$ cat src/rtl/cam_capture_ctrl.sv
`timescale 1ns/1ps
`default_nettype none
// ============================================================================
// Module   : cam_capture_ctrl
// Function : OV-style camera (RGB565 byte pairs) capture into an RGB444 frame buffer.
// Revision : 1.0 - initial release
// ============================================================================
module cam_capture_ctrl #(
    parameter int IMG_W = 160,
    parameter int IMG_H = 120,
    parameter int AW    = 15
) (
    input  logic          clk,
    input  logic          rst,
    input  logic          start,
    input  logic          abort,
    input  logic          continuous,
    input  logic          CAM_PCLK,
    input  logic          CAM_HREF,
    input  logic          CAM_VSYNC,
    input  logic [7:0]    CAM_px_data,
    output logic [AW-1:0] mem_addr,
    output logic [11:0]   mem_data,
    output logic          mem_we,
    output logic          busy,
    output logic          done,
    output logic          frame_err
);

    localparam int CW = $clog2(IMG_W + 1);
    localparam int RW = $clog2(IMG_H + 1);

    localparam logic [CW-1:0] c_col_max  = CW'(IMG_W);
    localparam logic [RW-1:0] c_row_max  = RW'(IMG_H);
    localparam logic [AW-1:0] c_row_step = AW'(IMG_W);

    localparam logic [1:0] c_st_idle = 2'd0;
    localparam logic [1:0] c_st_arm  = 2'd1;
    localparam logic [1:0] c_st_wait = 2'd2;
    localparam logic [1:0] c_st_cap  = 2'd3;

    logic [1:0]    r_state;
    logic [1:0]    w_next;

    logic [1:0]    r_pclk_s;
    logic [1:0]    r_href_s;
    logic [1:0]    r_vs_s;
    logic [7:0]    r_data_s1;
    logic [7:0]    r_data_s2;
    logic          r_pclk_d;
    logic          r_href_d;
    logic          r_vs_d;
    logic [7:0]    r_data_q;
    logic          r_pclk_rise;
    logic          r_href_fall;
    logic          r_vs_rise;
    logic          r_vs_fall;

    logic          r_cont;
    logic          r_phase;
    logic [6:0]    r_hi;
    logic [CW-1:0] r_col;
    logic [RW-1:0] r_row;
    logic [AW-1:0] r_row_base;

    logic          w_accept;
    logic          w_capturing;

    // Two-flop synchronizers, then one edge-detect stage; r_href_d and r_data_q
    // share the age of the strobes so a strobe sees the byte it belongs to.
    always_ff @(posedge clk or negedge rst) begin
        if (!rst) begin
            r_pclk_s    <= '0;
            r_href_s    <= '0;
            r_vs_s      <= '0;
            r_data_s1   <= '0;
            r_data_s2   <= '0;
            r_pclk_d    <= 1'b0;
            r_href_d    <= 1'b0;
            r_vs_d      <= 1'b0;
            r_data_q    <= '0;
            r_pclk_rise <= 1'b0;
            r_href_fall <= 1'b0;
            r_vs_rise   <= 1'b0;
            r_vs_fall   <= 1'b0;
        end else begin
            r_pclk_s    <= {r_pclk_s[0], CAM_PCLK};
            r_href_s    <= {r_href_s[0], CAM_HREF};
            r_vs_s      <= {r_vs_s[0], CAM_VSYNC};
            r_data_s1   <= CAM_px_data;
            r_data_s2   <= r_data_s1;
            r_pclk_d    <= r_pclk_s[1];
            r_href_d    <= r_href_s[1];
            r_vs_d      <= r_vs_s[1];
            r_data_q    <= r_data_s2;
            r_pclk_rise <= r_pclk_s[1] & ~r_pclk_d;
            r_href_fall <= ~r_href_s[1] & r_href_d;
            r_vs_rise   <= r_vs_s[1] & ~r_vs_d;
            r_vs_fall   <= ~r_vs_s[1] & r_vs_d;
        end
    end

    always_ff @(posedge clk or negedge rst) begin
        if (!rst) begin
            r_state <= c_st_idle;
        end else begin
            r_state <= w_next;
        end
    end

    always_comb begin
        w_next = r_state;
        if (abort) begin
            w_next = c_st_idle;
        end else begin
            case (r_state)
                c_st_idle: if (start)        w_next = c_st_arm;
                c_st_arm:  if (r_vs_s[1])    w_next = c_st_wait;
                c_st_wait: if (r_vs_fall)    w_next = c_st_cap;
                c_st_cap:  if (r_vs_rise)    w_next = r_cont ? c_st_wait : c_st_idle;
                default:                     w_next = c_st_idle;
            endcase
        end
    end

    always_comb begin
        busy        = (r_state != c_st_idle);
        w_accept    = (r_state == c_st_idle) && start && !abort;
        w_capturing = (r_state == c_st_cap) && !abort;
    end

    always_ff @(posedge clk or negedge rst) begin
        if (!rst) begin
            mem_addr   <= '0;
            mem_data   <= '0;
            mem_we     <= 1'b0;
            done       <= 1'b0;
            frame_err  <= 1'b0;
            r_cont     <= 1'b0;
            r_phase    <= 1'b0;
            r_hi       <= '0;
            r_col      <= '0;
            r_row      <= '0;
            r_row_base <= '0;
        end else begin
            mem_we <= 1'b0;
            done   <= 1'b0;

            if (w_accept) begin
                frame_err <= 1'b0;
                r_cont    <= continuous;
            end

            if ((r_state == c_st_wait) && r_vs_fall && !abort) begin
                r_phase    <= 1'b0;
                r_col      <= '0;
                r_row      <= '0;
                r_row_base <= '0;
            end

            if (w_capturing) begin
                // Only the RGB444-relevant bits of the high byte are kept.
                if (r_pclk_rise && r_href_d) begin
                    if (!r_phase) begin
                        r_hi    <= {r_data_q[7:4], r_data_q[2:0]};
                        r_phase <= 1'b1;
                    end else begin
                        r_phase  <= 1'b0;
                        mem_data <= {r_hi[6:3], r_hi[2:0], r_data_q[7], r_data_q[4:1]};
                        if ((r_col < c_col_max) && (r_row < c_row_max)) begin
                            mem_we   <= 1'b1;
                            mem_addr <= r_row_base + AW'(r_col);
                            r_col    <= r_col + 1'b1;
                        end else begin
                            frame_err <= 1'b1;
                        end
                    end
                end

                if (r_href_fall) begin
                    if (r_phase) begin
                        frame_err <= 1'b1;
                    end
                    r_phase <= 1'b0;
                    r_col   <= '0;
                    if (r_row < c_row_max) begin
                        r_row      <= r_row + 1'b1;
                        r_row_base <= r_row_base + c_row_step;
                    end
                end

                // A write landing on this same cycle is still issued with done.
                if (r_vs_rise) begin
                    if (r_row != c_row_max) begin
                        frame_err <= 1'b1;
                    end
                    done <= 1'b1;
                end
            end
        end
    end

endmodule
`default_nettype wire

$ cat config.mk
export PLATFORM = sky130hd
export DESIGN_NAME = cam_capture_ctrl
export DESIGN_NICKNAME = d
export VERILOG_FILES = /design/src/rtl/cam_capture_ctrl.sv
export SDC_FILE = /design/constraint.sdc
export NUM_CORES = 1
export LEC_CHECK = 0
export CAP_MARGIN = 20
export CORE_AREA = 2 2 97 99
export CTS_CLUSTER_DIAMETER = 60
export DETAILED_ROUTE_END_ITERATION = 12
export DIE_AREA = 0 0 99 101
export PLACE_DENSITY = 0.83
export SETUP_SLACK_MARGIN = 0.1
export SYNTH_ARGS = -nofsm -noshare
export SYNTH_HDL_FRONTEND = slang
export SYNTH_SLANG_ARGS = --single-unit
$ cat constraint.sdc
create_clock -name clk -period 2 [get_ports clk]
set_clock_uncertainty 0.2 [all_clocks]
set_input_delay 0.4 -clock clk [delete_from_list [all_inputs] [get_ports clk]]
set_output_delay 0.4 -clock clk [all_outputs]
set_load 0.03 [all_outputs]
======== Yosys cells after proc, flatten, opt, wreduce, memory -nomap -nowiden ========
Index checks and enable logic that the tools add are counted.
storage, ports and cells
  register bits after elaboration ......... 108
  bits of input ports ..................... 16
  output and inout bits ................... 31
  logic and storage cells ................. 103
operators by class
  $add $sub $neg .......................... 4
  magnitude comparators ................... 2
  equality and inequality tests ........... 8
  multiplexer cells ....................... 41
  bitwise operators ....................... 9
  reduce and logical (&&, ||, !) cells .... 14
operator list
  kind                                                                   number
  15-bit 2-to-1 mux                                                      4
  8-bit 2-to-1 mux                                                       6
  7-bit 2-to-1 mux                                                       4
  1-bit 2-to-1 mux                                                       20
  15-bit by 8-bit adder with 15-bit output                               1
  15-bit by 8-bit adder with 15-bit output, second input constant        1
  2-bit 2-to-1 mux                                                       6
  3-bit != test, second input constant                                   4
  8-bit by 1-bit adder with 8-bit output, second input constant          1
  8-bit < comparator, second input constant                              1
  2-bit case mux with 4 select lines                                     1
  4-bit AND reduction                                                    2
  7-bit by 1-bit adder with 7-bit output, second input constant          1
  1-bit logical AND                                                      7
  7-bit < comparator, second input constant                              1
  7-bit != test, second input constant                                   1
  3-bit AND reduction                                                    2
  1-bit inverter                                                         5
  1-bit AND                                                              4
  2-bit equality test, second input constant                             2
  2-bit by 1-bit equality test with 1-bit output, second input constant  1
  2-bit zero test                                                        1
  2-bit nonzero test                                                     1
  1-bit zero test                                                        1

======== Longest topological paths before layout ========
Gate-level depths: netlist of the first run.
  depth after elaboration ................. 12
  gate-level depth with buffers ........... 8
  mapped depth without buffers ............ 7

======== Least setup slack after synthesis of the first run ========
OpenSTA, ideal clock, no wires.
  path type ............................... flip-flop to flip-flop
  from .................................... register r_col[0]
  to ...................................... register mem_addr[12]
  library setup time ...................... 0.134 ns
  arrival time ............................ 1.801 ns
  required time ........................... 1.666 ns
  path slack .............................. -0.136 ns
  cell stages (with the launch flop) ...... 8
  buffers on the path ..................... 0
  clock period less this slack ............ 2.136 ns
  path through ............................ dfrtp_1 > ha_1 > fa_1 > a211oi_1 > o211ai_1 > nand4_1 > xor2_1 > o21ai_0
on the way
  cells in the longest elaborated chain, start to end .. 3
  elaborated cells between the ends (all ways) .. 4
  those cells by class .................... add/sub: 1; order compare: 1; reduce/logical: 2
ends and longest elaborated chain
  what                                  line  text
  start, declared                       62    logic [CW-1:0] r_col;
  start signal, assigned                173   r_col <= r_col + 1'b1;
  8-bit < comparator                    170   if ((r_col < c_col_max) && (r_row < c_row_max)) begin
  1-bit logical AND                     170
  4-bit AND reduction (no source line)  --
  end signal, assigned                  172   mem_addr <= r_row_base + AW'(r_col);
  end, declared                         22    output logic [AW-1:0] mem_addr,
Parallel ways exist; a longest one is shown, timed or not.
A chain may end at the register's enable or synchronous reset.

======== Worst setup path in the final report of the first run ========
  from .................................... register r_col[3]
  to ...................................... register mem_addr[13]
Same word-level chain as after synthesis.

==> flow_summary.json, run 1 <==
{
  "htree_num_levels": 3,
  "placed_cells": 567,
  "drt_first_pass_iters": 5,
  "via_per_inst": 5.64,
  "reg2regPathDepth": 6,
  "fin_util_pct": 69.5,
  "clk_latency_ns": 0.38,
  "grt_pass1_wl_um": 15400,
  "hold_viol": 0,
  "total_non_filler_cell_area_in_the_finished_layout_um2": 6240,
  "path_type_of_the_worst_setup_path": "flip-flop to flip-flop",
  "final_cell_count_no_fill": 609,
  "dp_slack_ns": -0.516,
  "post_drt_wl_per_cell_um": 17.5,
  "global_route.overflow_total": 0,
  "dpl_cell_area_um2": 5430,
  "drc": 0,
  "ys_seq_area_share_pct": 60.2,
  "synth_nets": 406,
  "synth_enable_flop_cells": 0,
  "total_global_routing_track_utilization_pct": 19.5,
  "core_um2": 8980,
  "hold_path_startpoint": "r_data_s2[4]",
  "antenna_found_initial": 0,
  "layout.cells.most_common_list": "sky130_fd_sc_hd__dfrtp_1 (104), sky130_fd_sc_hd__buf_4 (50), sky130_fd_sc_hd__nand2_1 (40)",
  "timing.critical_path.to": "mem_addr[13]",
  "leakage_power_nw": 3.02,
  "area_delta_synth_final_pct": 39.0,
  "reg2reg_from": "r_col[3]",
  "timing.max_slew.rel_slack_pct": 68.8,
  "fraction_of_layout_instances_using_a_drive_strength_above_1_pct": 34.9,
  "hp-class": "flip-flop to flip-flop",
  "grt_pass1_vias": 3190,
  "tightestPinTransition_ns": 0.466,
  "critPathLaunchType": "flip-flop",
  "syn_avg_cell_area_um2": 11.9,
  "n_fill_cell": 578,
  "crit_path_max_fanout": 5,
  "design.portCount": 47,
  "startpoint": "r_col[3]",
  "ant_nets": 0,
  "finalHoldWorstSlack_ns": 0.159,
  "die_y_um": 101,
  "place_hpwl_um": 6090,
  "fin_tns_setup_ns": -0.681,
  "synth-async-reset-ratio_pct": 100,
  "timing.rr.end": "mem_addr[13]",
  "cts_inserted_buffers": 9,
  "dr_total_vias": 3435,
  "drv.max_cap_violation_count": 0,
  "drt-initial-drc-count": 298,
  "clock-sinks": 108,
  "postRouteWirelength_um": 10700,
  "finalCritPeriodShare_pct": 106,
  "finalWeightedCongestion": 0.818,
  "cts.root.buffer_cell": "sky130_fd_sc_hd__clkbuf_8",
  "fin_total_pwr_mw": 4.04,
  "peak_supply_drop_uv": 456,
  "slew_violations": 0,
  "port-buffer-count": 46,
  "std_cell_rows": 35,
  "die_width_um": 99,
  "clk_path_buf_depth": 2,
  "violations": "setup timing",
  "setup_repair_after_global_routing_missed_its_margin": "true",
  "synthCells": 377,
  "worstSetupEndpointType": "flip-flop",
  "clk_transition_reported_paths_ns": 0.12,
  "power.density_cell_area_nw_per_um2": 648,
  "worst-r2r-setup-slack_ns": -0.11,
  "fmax_mhz": 474,
  "status": "finished with violations",
  "antenna_diodes": 0,
  "synth-warning-count": 0,
  "floorplan.die_area_um2": 10000,
  "tmin_final_ns": 2.11,
  "maximum_number_of_pins_on_one_net_before_global_route_repair": 43,
  "clock_tree_from_tritoncts": "built",
  "ys.flop_type": "sky130_fd_sc_hd__dfrtp_1",
  "ys_ff_latch": 108,
  "finalNetCount": 522,
  "initial_utilization_pct": 50.0,
  "synth.lib_cells_used.distinct": 51,
  "layout.cells.most_common": "sky130_fd_sc_hd__dfrtp_1",
  "syn_area_um2": 4490,
  "report.final.setup_viol": 15,
  "worst_ep_arrival_time_ns": 2.22,
  "worst-endpoint-required_ns": 2.11,
  "final_critical_path_setup_slack_ns": -0.112
}
-- area by class of cell --
type                       instances  area (um^2)  area share (%)
sequential                       108         2710            43.4
inverter                           5         23.8           0.381
tap                              111          139            2.23
clock inverter                     7         88.8            1.42
timing repair buffer             117         1100            17.6
clock buffer                       9          124            1.98
multi-input combinational        252         2060            33.0
-- routing by layer --
| metal | part of all wire (%) | global-route usage, % | up-vias |
|---|---|---|---|
| li1 | - | - | 1574 |
| met1 | 41 | 25.1 | 1696 |
| met2 | 52 | 32.3 | 128 |
| met3 | 4.5 | 4.37 | 37 |
| met4 | 3.2 | 7.90 | 0 |
| met5 | 0 | 0 | - |
-- logic make-up after synthesis --
family,after synthesis,share of synthesized area (%)
buffers and inverters,19,2.45
and+or+nand+nor,117,13.7
DFF,108,60.2
adders and majority gates,13,3.79
AOI/OAI and AO/OA,80,10.8
muxes,25,6.13
xor gates and xnor gates,15,2.93
-- synthesized netlist by cell type, types with 3 or more instances --
cell                       count  area [um^2]
sky130_fd_sc_hd__buf_6         4         45.0
sky130_fd_sc_hd__and2_1        7         43.8
sky130_fd_sc_hd__o21ai_0      27          135
sky130_fd_sc_hd__xnor2_1       4         35.0
sky130_fd_sc_hd__clkbuf_1      5         18.8
sky130_fd_sc_hd__a21oi_1      20          100
sky130_fd_sc_hd__nor2_1       15         56.3
sky130_fd_sc_hd__nand3_1       6         30.0
sky130_fd_sc_hd__mux2_2       20          225
sky130_fd_sc_hd__nor3b_2       3         37.5
sky130_fd_sc_hd__a21o_1        3         22.5
sky130_fd_sc_hd__nor3_1        5         25.0
sky130_fd_sc_hd__inv_1         4         15.0
sky130_fd_sc_hd__nand3b_1      3         22.5
sky130_fd_sc_hd__nand2_1      49          184
sky130_fd_sc_hd__nand4_1       5         31.3
sky130_fd_sc_hd__a31oi_1       3         18.8
sky130_fd_sc_hd__dfrtp_1     108         2700
sky130_fd_sc_hd__or3_1         4         25.0
sky130_fd_sc_hd__o211ai_1      7         52.6
sky130_fd_sc_hd__ha_1         12          150
sky130_fd_sc_hd__xor2_1       11         96.3
sky130_fd_sc_hd__and3_1        5         31.3
sky130_fd_sc_hd__nor2b_1       4         25.0
sky130_fd_sc_hd__o21ai_1       3         15.0
sky130_fd_sc_hd__buf_2         3         15.0
sky130_fd_sc_hd__mux2i_1       5         50.1
sky130_fd_sc_hd__o31ai_1       3         22.5
-- worst min-delay path by stage --
stage,slack (ns),endpoint,cells after the start
3_5_place_dp,0.13,r_data_q[4],0
5_1_grt,0.17,r_data_q[1],0
6_report,0.16,r_data_q[4],0
2_1_floorplan,-0.1,done,0
4_1_cts,0.16,r_data_q[4],0
3_3_place_gp,0.13,r_data_q[5],0
-- timing repair --
item | CTS | global route
gates cloned | 2 | 4
pin swaps | 14 | 28
hold endpoints to repair | 32 | 0
gates resized for setup | 51 | 85
hold buffers | 1 | 0
setup endpoints to repair | 65 | 51
buffers inserted | 10 | 10
-- flip-flops by register name, summed over array words and instances (netlist names), 7 cells and up --
| register | flops |
|---|---|
| mem_addr | 15 |
| mem_data | 12 |
| r_col | 8 |
| r_data_q | 8 |
| r_data_s1 | 8 |
| r_data_s2 | 8 |
| r_hi | 7 |
| r_row | 7 |
| r_row_base | 15 |
-- worst max-delay path: stages, from the launching register on --
cell and delay, ns:
sky130_fd_sc_hd__dfrtp_2 0.45, sky130_fd_sc_hd__ha_4 0.27, sky130_fd_sc_hd__o211ai_1 0.11, sky130_fd_sc_hd__o211ai_1 0.28, sky130_fd_sc_hd__a41oi_2 0.22, sky130_fd_sc_hd__or3_1 0.35, sky130_fd_sc_hd__a31oi_1 0.16
-- where the power goes --
group          switching, mW  internal (mW)  total (mW)
combinational          0.181          0.169       0.350
clock                  0.866          0.515        1.38
sequential            0.0520           2.26        2.31
total                   1.10           2.94        4.04
Power figures use the tool's default switching activity.
==> run 2: changes to the inputs <==
--- a/config.mk
+++ b/config.mk
@@ -11,6 +11,7 @@
 export DETAILED_ROUTE_END_ITERATION = 12
 export DIE_AREA = 0 0 99 101
 export PLACE_DENSITY = 0.83
+export REMOVE_ABC_BUFFERS = 1
 export SETUP_SLACK_MARGIN = 0.1
 export SYNTH_ARGS = -nofsm -noshare
 export SYNTH_HDL_FRONTEND = slang
==> constraint.sdc (replaced) <==
create_clock -name clk -period 2 [get_ports clk]
set_clock_uncertainty 0.2 [all_clocks]
set_input_delay 0.4 -clock clk [delete_from_list [all_inputs] [get_ports clk]]
set_output_delay 0.4 -clock clk [all_outputs]
set_load 0.1 [all_outputs]
==> run 2 against run 1 <==
Sequential share of layout area shrank 1.6 points. Combinational power grew 17%. Setup slack got worse by 0.11 ns. Fmax decreased by 5.0%. Critical endpoint is now r_col[5]. Critical path type unchanged. Sequential power about the same. Register-to-register slack worse by 0.11 ns. Clock power decreased by 3%. The run still ends with setup timing left. First-iteration DRC count is 26% lower.
==> flow_summary.json, run 2 (synthesized netlist as in run 1, its figures left out) <==
{
  "status": "finished with violations",
  "violations": "setup timing",
  "worstSetupEndpointType": "flip-flop",
  "fmax_mhz": 450,
  "reg2reg_from": "r_col[6]",
  "cts_inserted_buffers": 9,
  "worst-r2r-setup-slack_ns": -0.22,
  "finalWeightedCongestion": 0.855,
  "worst_ep_arrival_time_ns": 2.30,
  "finalCritPeriodShare_pct": 111,
  "grt_pass1_vias": 3334,
  "ant_nets": 0,
  "power.density_cell_area_nw_per_um2": 628,
  "finalNetCount": 528,
  "floorplan.die_area_um2": 10000,
  "drc": 0,
  "core_um2": 8980,
  "startpoint": "r_col[6]",
  "place_hpwl_um": 6200,
  "clock_tree_from_tritoncts": "built",
  "total_global_routing_track_utilization_pct": 19.7,
  "timing.rr.end": "r_col[5]",
  "postRouteWirelength_um": 10500,
  "fin_tns_setup_ns": -1.58,
  "drv.max_cap_violation_count": 0,
  "die_width_um": 99,
  "hold_path_startpoint": "r_href_s[0]",
  "critPathLaunchType": "flip-flop",
  "initial_utilization_pct": 50.0,
  "hp-class": "flip-flop to flip-flop",
  "dp_slack_ns": -0.513,
  "tightestPinTransition_ns": 0.573,
  "finalHoldWorstSlack_ns": 0.158,
  "area_delta_synth_final_pct": 44.2,
  "std_cell_rows": 35,
  "antenna_found_initial": 0,
  "clk_transition_reported_paths_ns": 0.11,
  "setup_repair_after_global_routing_missed_its_margin": "true",
  "clock-sinks": 108,
  "dr_total_vias": 3434,
  "die_y_um": 101,
  "reg_top3": "mem_addr: 15 flops, r_row_base: 15 flops, mem_data: 12 flops",
  "global_route.overflow_total": 0,
  "worst-endpoint-required_ns": 2.08,
  "tmin_final_ns": 2.22,
  "grt_pass1_wl_um": 15600,
  "clk_path_buf_depth": 2,
  "layout.cells.most_common_list": "sky130_fd_sc_hd__dfrtp_1 (108), sky130_fd_sc_hd__buf_4 (59), sky130_fd_sc_hd__nand2_1 (40)",
  "timing.critical_path.to": "r_col[5]",
  "via_per_inst": 5.58,
  "final_critical_path_setup_slack_ns": -0.223,
  "layout.cells.most_common": "sky130_fd_sc_hd__dfrtp_1",
  "fraction_of_layout_instances_using_a_drive_strength_above_1_pct": 37.9,
  "maximum_number_of_pins_on_one_net_before_global_route_repair": 48,
  "htree_num_levels": 3,
  "fin_total_pwr_mw": 4.06,
  "slew_violations": 0,
  "timing.max_slew.rel_slack_pct": 61.6,
  "cts.root.buffer_cell": "sky130_fd_sc_hd__clkbuf_8",
  "report.final.setup_viol": 21,
  "drt-initial-drc-count": 222,
  "reg2regPathDepth": 7,
  "peak_supply_drop_uv": 639,
  "antenna_diodes": 0,
  "design.portCount": 47,
  "crit_path_max_fanout": 5,
  "clk_latency_ns": 0.38,
  "path_type_of_the_worst_setup_path": "flip-flop to flip-flop",
  "port-buffer-count": 46,
  "hold_viol": 0,
  "leakage_power_nw": 3.03,
  "drt_first_pass_iters": 4,
  "post_drt_wl_per_cell_um": 17.1
}
[run 2: changes by cell type in the layout (fill, tap and decap cells not counted), sizes merged]
cell,before,now
clkbuf,11,10
clkinv,3,5
or2,4,3
inv,9,7
buf,70,108
dlygate4sd2,31,1
[run 2: timing repair]
action / CTS / global route
hold endpoints to repair: 29 / 0
pin swaps: 25 / 25
endpoints found under the setup margin: 30 / 43
gates resized for setup: 48 / 36
gates cloned: 3 / 2
buffers inserted: 14 / 6
hold buffers: 1 / 0
[run 2: cell type report]
cell class                 instances  area, um^2
clock buffer                       9         124
clock inverter                     7        91.3
fill                             532        2500
inverter                           5        21.3
multi-input combinational        251        1900
sequential                       108        2700
tap                              111         139
timing repair buffer             124        1500
[run 2: through the flow]
stage               instance area [um^2]  util, %  std cells
floorplan                           4400        -        363
global placement                    5740     63.9        574
detailed placement                  5740     63.9        574
CTS                                 6240     69.5        608
global route                        6470     72.1        615
finish                              6470     72.1        615
[run 2: critical path, stage by stage, from the launching register on]
cell                      delay, ns
sky130_fd_sc_hd__dfrtp_1       0.42
sky130_fd_sc_hd__buf_6         0.14
sky130_fd_sc_hd__o21a_1        0.20
sky130_fd_sc_hd__or4_4         0.57
sky130_fd_sc_hd__buf_6         0.18
sky130_fd_sc_hd__o21ai_4       0.14
sky130_fd_sc_hd__a21oi_2       0.07
sky130_fd_sc_hd__o21ai_1       0.22
[run 2: layer usage]
| metal | part of all wire, % | vias to the layer above | GRT usage, % | wire [um] |
|---|---|---|---|---|
| met3 | 4.4 | 25 | 4.44 | 464 |
| met4 | 2.4 | 0 | 6.64 | 254 |
| met1 | 41 | 1713 | 25.4 | 4350 |
| li1 | - | 1577 | - | - |
| met5 | 0 | - | 0 | 0 |
| met2 | 52 | 119 | 33.2 | 5420 |
[run 2: power breakdown]
group	total [mW]	internal (mW)	switching, mW
Combinational	0.411	0.184	0.228
Sequential	2.31	2.26	0.0543
Clock	1.34	0.506	0.833
[run 2: how the worst min path moves through the flow]
stage,to,slack (ns),depth (start not counted)
6_report,r_href_s[1],0.16,0
5_1_grt,r_href_s[1],0.17,0
4_1_cts,r_href_s[1],0.16,0
3_5_place_dp,r_data_q[0],0.13,0
3_3_place_gp,r_data_q[6],0.13,0
2_1_floorplan,done,-0.1,0
==> run 3: changes to the inputs <==
--- a/config.mk
+++ b/config.mk
@@ -16,3 +16,4 @@
 export SYNTH_ARGS = -nofsm -noshare
 export SYNTH_HDL_FRONTEND = slang
 export SYNTH_SLANG_ARGS = --single-unit
+export TNS_END_PERCENT = 20
==> run 3 against run 2 <==
The flow still finishes with violations (setup timing). Register-to-register slack improved by 0.04 ns. Clock power barely moved. Sequential cell count did not move. Wire length fell by 17%. Core utilization fell by 4.1 points. First-iteration DRC count fell by 21%. Clock-buffer cell count did not move. Largest power group unchanged.
==> flow_summary.json, run 3 (synthesized netlist as in run 1, its figures left out) <==
{
  "status": "finished with violations",
  "violations": "setup timing",
  "global_route.overflow_total": 0,
  "initial_utilization_pct": 50.0,
  "drv.max_cap_violation_count": 0,
  "area_delta_synth_final_pct": 35.9,
  "grt_pass1_vias": 3203,
  "maximum_number_of_pins_on_one_net_before_global_route_repair": 48,
  "port-buffer-count": 46,
  "timing.max_slew.rel_slack_pct": 65.7,
  "floorplan.die_area_um2": 10000,
  "cts.root.buffer_cell": "sky130_fd_sc_hd__clkbuf_8",
  "antenna_diodes": 0,
  "dp_slack_ns": -0.513,
  "peak_supply_drop_uv": 626,
  "worst-endpoint-required_ns": 2.08,
  "clock_tree_from_tritoncts": "built",
  "fmax_mhz": 457,
  "clk_latency_ns": 0.38,
  "core_um2": 8980,
  "total_non_filler_cell_area_in_the_finished_layout_um2": 6100,
  "critical_path.n_buffers_inverters": 1,
  "finalWeightedCongestion": 0.855,
  "drc": 0,
  "final_critical_path_setup_slack_ns": -0.187,
  "std_cell_rows": 35,
  "tightestPinTransition_ns": 0.510,
  "report.final.setup_viol": 9,
  "place_hpwl_um": 6200,
  "path_depth": 8,
  "tmin_final_ns": 2.19,
  "fraction_of_layout_instances_using_a_drive_strength_above_1_pct": 31.3,
  "die_y_um": 101,
  "clk_path_buf_depth": 2,
  "worstPathCellList": "ha_4 > fa_2 > a211oi_2 > o211ai_1 > buf_4 > nand4_1 > xor2_1 > o21ai_1",
  "power.density_cell_area_nw_per_um2": 657,
  "postRouteWirelength_um": 8730,
  "post_drt_wl_per_cell_um": 14.7,
  "clock-sinks": 108,
  "critPathLaunchType": "flip-flop",
  "finalCritPeriodShare_pct": 109,
  "drt-initial-drc-count": 175,
  "antenna_found_initial": 0,
  "htree_num_levels": 3,
  "finalHoldWorstSlack_ns": 0.155,
  "ant_nets": 0,
  "timing.critical_path.slowest_stage_cell": "sky130_fd_sc_hd__dfrtp_1",
  "timing.critical_path.max_delay_family": "adder cells",
  "finalNetCount": 509,
  "die_width_um": 99,
  "worst_ep_arrival_time_ns": 2.26,
  "layout.cells.most_common_list": "sky130_fd_sc_hd__dfrtp_1 (108), sky130_fd_sc_hd__buf_4 (53), sky130_fd_sc_hd__nand2_1 (47)",
  "reg_top3": "mem_addr: 15 flops, r_row_base: 15 flops, mem_data: 12 flops",
  "grt_pass1_wl_um": 14500,
  "clk_transition_reported_paths_ns": 0.12,
  "drt_first_pass_iters": 4,
  "via_per_inst": 5.35,
  "leakage_power_nw": 2.86,
  "total_global_routing_track_utilization_pct": 18.3,
  "design.portCount": 47,
  "hp-class": "flip-flop to flip-flop",
  "hold-path-cell-count": 0,
  "crit_path_max_incr_delay_ns": 0.44,
  "dpl_cell_area_um2": 5740,
  "path_type_of_the_worst_setup_path": "flip-flop to flip-flop",
  "cts_inserted_buffers": 9,
  "crit_path_max_fanout": 4,
  "slew_violations": 0,
  "dr_total_vias": 3189,
  "hold_viol": 0,
  "worstSetupEndpointType": "flip-flop",
  "setup_repair_after_global_routing_missed_its_margin": "true",
  "reg2regPathDepth": 8,
  "layout.cells.most_common": "sky130_fd_sc_hd__dfrtp_1",
  "n_fill_cell": 593
}
run 3: power breakdown:
| part | switching (mW) | internal [mW] | leakage [nW] |
|---|---|---|---|
| sequential | 0.0539 | 2.26 | 1.41 |
| combinational | 0.212 | 0.164 | 1.34 |
| clock | 0.815 | 0.505 | 0.105 |
| total | 1.08 | 2.93 | 2.86 |
run 3: worst paths after layout:
check / slack (ns) / startpoint / endpoint
hold / removal: 0.16 / r_href_s[0] / r_href_s[1]
setup reg to reg: -0.19 / r_col[0] / mem_addr[12]
hold reg to reg: 0.16 / r_href_s[0] / r_href_s[1]
max in group asynchronous: 0.71 / rst / mem_data[3]
setup / recovery: -0.19 / r_col[0] / mem_addr[12]
min in group asynchronous: 0.30 / rst / mem_addr[12]
run 3: per-layer routing:
metal  vias up  track usage [%]  wire length (um)
li1       1529                -                 -
met1      1585             23.9              3800
met2        62             30.1              4480
met3        13             4.30               312
met4         0             6.53               140
met5         -                0                 0
run 3: worst register-to-register path, delay by kind of cell, from the launching register on:
kind / cells / cell delay [ns]
flip-flops: 1 / 0.44
AO/OA/AOI/OAI: 3 / 0.48
AND/OR/NAND/NOR: 1 / 0.10
adder cells (fa/ha/maj): 2 / 0.54
XOR/XNOR: 1 / 0.16
buffers and inverters: 1 / 0.18
run 3: area by class of cell:
cell class	count	area, um^2	area share, %
Inverter	5	18.8	0.308
Clock buffer	9	124	2.03
Sequential cell	108	2700	44.3
Timing Repair Buffer	106	1260	20.7
Clock inverter	7	91.3	1.50
Multi-Input combinational cell	250	1760	28.9
Tap cell	111	139	2.28
run 3: per-stage QoR:
| stage | utilization [%] | instances | total power [mW] | TNS, ns |
|---|---|---|---|---|
| global route | 68.0 | 596 | 4.17 | -2.13 |
| detailed placement | 63.9 | 574 | 2.72 | -19.25 |
| floorplan | - | 363 | 2.52 | -0.779 |
| finish | 68.0 | 596 | 4.01 | -0.842 |
| CTS | 67.1 | 595 | 4.05 | -0.657 |
| global placement | 63.9 | 574 | 2.71 | -15.15 |
run 3: what timing repair did:
| action | CTS | global route |
|---|---|---|
| buffers inserted | 4 | 1 |
| setup endpoints to repair | 30 | 26 |
| hold buffers | 1 | 0 |
| pin swaps | 14 | 12 |
| endpoints found under the hold margin | 29 | 0 |
| resized for setup | 12 | 18 |
